`src/rtl/sng_array.sv`:
```
// Multi-channel stochastic number generator: each channel turns a BW-bit value into a
// 2^BW-cycle unary-weighted bit stream. Optional macro SNG_DECOR_EN adds a per-channel phase offset.
module sng_array #(
  parameter int BW     = 4,
  parameter int NCH    = 4,
  parameter int STRIDE = 4
) (
  input  logic              i_clk_sng,
  input  logic              i_rst_sng,
  input  logic [NCH*BW-1:0] i_x_bn,
  input  logic              i_start_sng,
  input  logic              i_stop_sng,
  output logic [NCH-1:0]    o_sn_bit,
  output logic              o_sn_valid,
  output logic              o_busy,
  output logic              o_done
);

  // state | meaning
  // IDLE  | waiting for start; all outputs low
  // RUN   | emitting one stream bit per channel per cycle, cnt = current bit index
  // DONE  | one-cycle o_done pulse after the last bit of a complete stream

`ifdef SNG_DECOR_EN
  localparam int DECOR = 1;
`else
  localparam int DECOR = 0;
`endif

  localparam logic [BW-1:0] CNT_LAST = '1;

  typedef enum logic [1:0] {
    IDLE = 2'd0,
    RUN  = 2'd1,
    DONE = 2'd2
  } state_t;

  state_t            state;
  logic [BW-1:0]     cnt;
  logic [BW-1:0]     cnt_nxt;
  logic [NCH*BW-1:0] x_lat;
  logic [NCH*BW-1:0] x_src;
  logic [NCH-1:0]    bit_nxt;
  logic [BW-1:0]     phase   [NCH];
  logic [BW-1:0]     rnd     [NCH];

  function automatic logic [BW-1:0] bit_rev(input logic [BW-1:0] v);
    logic [BW-1:0] r;
    r = '0;
    for (int i = 0; i < BW; i++) begin
      r[i] = v[BW-1-i];
    end
    return r;
  endfunction

  // Bits are produced one cycle ahead so o_sn_bit can be a plain register:
  // the entering edge of RUN emits index 0 straight from i_x_bn.
  always_comb begin
    cnt_nxt = (state == RUN) ? cnt + BW'(1) : '0;
    x_src   = (state == RUN) ? x_lat : i_x_bn;
    bit_nxt = '0;
    for (int k = 0; k < NCH; k++) begin
      // bit reversal is a permutation of 0..L-1, so any offset keeps ones counts exact
      phase[k]   = BW'(k * STRIDE * DECOR);
      rnd[k]     = bit_rev(cnt_nxt + phase[k]);
      bit_nxt[k] = (rnd[k] < x_src[k*BW +: BW]);
    end
  end

  always_ff @(posedge i_clk_sng or negedge i_rst_sng) begin
    if (!i_rst_sng) begin
      state      <= IDLE;
      cnt        <= '0;
      x_lat      <= '0;
      o_sn_bit   <= '0;
      o_sn_valid <= 1'b0;
      o_busy     <= 1'b0;
      o_done     <= 1'b0;
    end else begin
      case (state)
        IDLE: begin
          o_done <= 1'b0;
          if (i_start_sng && !i_stop_sng) begin
            state      <= RUN;
            x_lat      <= i_x_bn;
            cnt        <= '0;
            o_sn_bit   <= bit_nxt;
            o_sn_valid <= 1'b1;
            o_busy     <= 1'b1;
          end else begin
            o_sn_bit   <= '0;
            o_sn_valid <= 1'b0;
            o_busy     <= 1'b0;
          end
        end
        RUN: begin
          if (i_stop_sng) begin
            state      <= IDLE;
            o_sn_bit   <= '0;
            o_sn_valid <= 1'b0;
            o_busy     <= 1'b0;
            o_done     <= 1'b0;
          end else if (cnt == CNT_LAST) begin
            state      <= DONE;
            cnt        <= '0;
            o_sn_bit   <= '0;
            o_sn_valid <= 1'b0;
            o_busy     <= 1'b0;
            o_done     <= 1'b1;
          end else begin
            cnt      <= cnt_nxt;
            o_sn_bit <= bit_nxt;
          end
        end
        DONE: begin
          state      <= IDLE;
          o_sn_bit   <= '0;
          o_sn_valid <= 1'b0;
          o_busy     <= 1'b0;
          o_done     <= 1'b0;
        end
        default: begin
          state      <= IDLE;
          o_sn_bit   <= '0;
          o_sn_valid <= 1'b0;
          o_busy     <= 1'b0;
          o_done     <= 1'b0;
        end
      endcase
    end
  end

endmodule

```
`config.mk`:
```
export PLATFORM = sky130hd
export DESIGN_NAME = sng_array
export DESIGN_NICKNAME = d
export VERILOG_FILES = /design/src/rtl/sng_array.sv
export SDC_FILE = /design/constraint.sdc
export NUM_CORES = 1
export LEC_CHECK = 0
export CAP_MARGIN = 20
export CORE_MARGIN = 4
export CORE_UTILIZATION = 56
export CTS_BUF_LIST = sky130_fd_sc_hd__clkbuf_8 sky130_fd_sc_hd__clkbuf_16
export DETAILED_ROUTE_END_ITERATION = 8
export PLACE_DENSITY = 0.93
export SYNTH_ARGS = -nofsm -noshare
export SYNTH_HDL_FRONTEND = slang
export SYNTH_SLANG_ARGS = --single-unit
```
`constraint.sdc`:
```
create_clock -name i_clk_sng -period 4.79 [get_ports i_clk_sng]
set_input_delay 0.958 -clock i_clk_sng [delete_from_list [all_inputs] [get_ports i_clk_sng]]
set_output_delay 0.958 -clock i_clk_sng [all_outputs]
set_load 0.1 [all_outputs]
```
==> impl_metrics.tcl <==
set metrics [dict create \
    route.detailed.drc 0 \
    final.setup_skew_ps 7.791 \
    fin_crit_sh 0.5748 \
    hold_class "flip-flop to flip-flop" \
    drv_slew 0 \
    antennaDiodeCount 0 \
    ir_worst_vdd_v 0.0002572 \
    io_buffers 26 \
    grt_util_all_layers 0.1889 \
    p_per_area_nw_per_um2 319.8 \
    clockBufferDepth 2 \
    final_nets 185 \
    die_h_um 61.14 \
    routedWlPerCell_um 17.05 \
    start_util 0.5785 \
    grt_pass1_vias 1156 \
    setup_viol 0 \
    synth_enable_flop_cells 0 \
    htreeDepth 1 \
    max_freq_mhz 363.2 \
    crit_buf_inv 1 \
    cap_violations 0 \
    status "complete, no violations" \
    synth_area_per_cell_sq_um 12.75 \
    grt_pass1_wl_um 5306 \
    ctsResizeCount 0 \
    synth_area_sq_um 1582 \
    clk-insertion-delay-late_ps 280 \
    antenna_found_initial 0 \
    crit_fanout 3 \
    cts_tree "done" \
    critPathArrivalTime_ps 1800 \
    gp_congestion 0.7275 \
    clock-sinks 28 \
    grt-ovfl-total 0 \
    vias 1124 \
    relSlewSlack 0.3530 \
    worst_pin_slew_ps 967.5 \
    place_hpwl_um 2326 \
    numCtsBuffers 3 \
    setup_tns_ps 0 \
    viasPerCell 6.176 \
    die_width_um 61.14 \
    clkTransAtPathRegs_ps 100 \
    path_class "flip-flop to output pin" \
    rsz0062_at_grt "false" \
    finalWirelength_um 3103 \
    yosys.cell_types.count 30 \
    layout-drive-gt1-share 0.1589 \
    finalPower_mw 0.6125 \
    dieArea_sq_um 3738 \
    r2r-start "state[1]" \
    grt_max_degree 29 \
    root_buffer "clkbuf_8" \
    p_leak_nw 0.9263 \
    worstHoldStart "o_done" \
    syn_nets 157 \
    drtAntennaViolNets 0 \
    async_flop_share 1.000 \
    hold_viol_final 0 \
    critPathCaptureType "output pin" \
    period_needed_ps 2753 \
    synthFlopType "dfrtp_1" \
    first_pass_iters 4 \
    syn_to_final_growth_pct 21.12 \
    drt_iter0_drc 30 \
    path_cells "clkdlybuf4s50_1" \
    start_kind "flip-flop" \
    critPathSlowestCell "clkdlybuf4s50_1" \
    coreArea_sq_um 2734 \
    post-cts-setup-buffer-count 0 \
    ys_ff_latch 28 \
    crit_path_start "o_busy" \
    required_ps 3830 \
    rows 19 \
    path_delay_family "buffers and inverters" \
    netlist_instances 124 \
    io_pins 27 \
    yosysWarnings 0 \
    seq_area_frac_synth 0.4430 \
    cts_hold_buf 0 \
    crit_path_max_incr_delay_ps 1140 \
]
final timing paths:
kind	slack, ps	end	depth (start not counted)
max	2040	o_sn_valid	1
min	500	o_done	1
max reg2reg	2530	o_sn_bit[3]	7
min reg2reg	500	o_done	1
max in group asynchronous	3480	x_lat[5]	2
min in group asynchronous	1040	o_busy	2
per-layer routing:
layer / GRT usage / up-vias / share of wire
li1: - / 523 / -
met1: 0.2413 / 566 / 0.43
met2: 0.3142 / 27 / 0.52
met3: 0.03564 / 8 / 0.032
met4: 0.07740 / 0 / 0.019
met5: 0 / - / 0
synth_stat cells, types with 3 or more instances:
| cell type | count | area share |
|---|---|---|
| mux2i_1 | 12 | 0.076 |
| dfrtp_1 | 28 | 0.44 |
| nor2_1 | 4 | 0.0095 |
| nand2_1 | 4 | 0.0095 |
| a311oi_1 | 4 | 0.022 |
| mux2_1 | 3 | 0.021 |
| ha_1 | 13 | 0.10 |
| mux2_2 | 14 | 0.10 |
| a21o_1 | 6 | 0.028 |
| a21boi_0 | 4 | 0.019 |
| nor4b_1 | 3 | 0.017 |
| a2bb2oi_1 | 4 | 0.022 |
state kept, by name (all words and copies together), names as in the netlist:
register	flops
cnt	4
state	2
o_sn_bit	4
o_busy	1
o_done	1
x_lat	16
per-stage QoR:
step | worst slack [ps] | hold slack [ps] | utilization | cells | cell area (sq um)
finish | 2037 | 504.2 | 0.7007 | 182 | 1916
global route | 2000 | 534.3 | 0.7007 | 182 | 1916
CTS | 2036 | 509.6 | 0.6966 | 181 | 1904
detailed placement | 1748 | 489.9 | 0.6764 | 177 | 1849
global placement | 1849 | 469.0 | 0.6764 | 177 | 1849
floorplan | 2492 | 457.4 | - | 124 | 1582
cells by family (layout without fill, tap and decap cells):
group,Yosys count,in the layout,synth area share
AND/OR/NAND/NOR,22,22,0.1036
flip-flops,28,28,0.4430
XOR/XNOR,1,1,0.005539
multiplexers,29,29,0.1970
AO/OA/AOI/OAI,23,23,0.1139
adder cells (fa/ha/maj),13,13,0.1029
buffers and inverters,8,35,0.03401
area by class of cell:
type                    instances  area (sq um)
fillers                       194         818.3
inverters                       2         7.507
flip-flops and latches         28         700.7
repair buffers                 29         286.5
clock buffers                   4         55.05
multi-input cells              88         827.0
well taps                      31         38.79
cells in the final DEF (no fill, tap or decap), drive strengths merged:
cell type,synthesis,final
nor4,1,1
and3,2,2
nor4b,5,5
mux2,17,17
o41ai,1,1
a2bb2oi,4,4
a311oi,4,4
nand3,2,2
mux2i,12,12
nor2,4,4
clkbuf,1,4
a31o,1,1
nor3b,2,2
and4b,1,1
o21ai,2,2
a21o,6,6
ha,13,13
a21boi,4,4
nand2,4,4
dfrtp,28,28
buf,5,3
xnor2,1,1
inv,2,2
nand2b,1,1
clkdlybuf4s50,0,26
o21a,1,1
power breakdown:
part	total (mW)	switching, mW	internal, mW	leakage, nW
registers	0.289	0.0196	0.270	0.348
logic	0.175	0.0955	0.0797	0.549
clock network	0.148	0.0746	0.0736	0.0288
No activity file was read; power rests on OpenSTA's default activity.
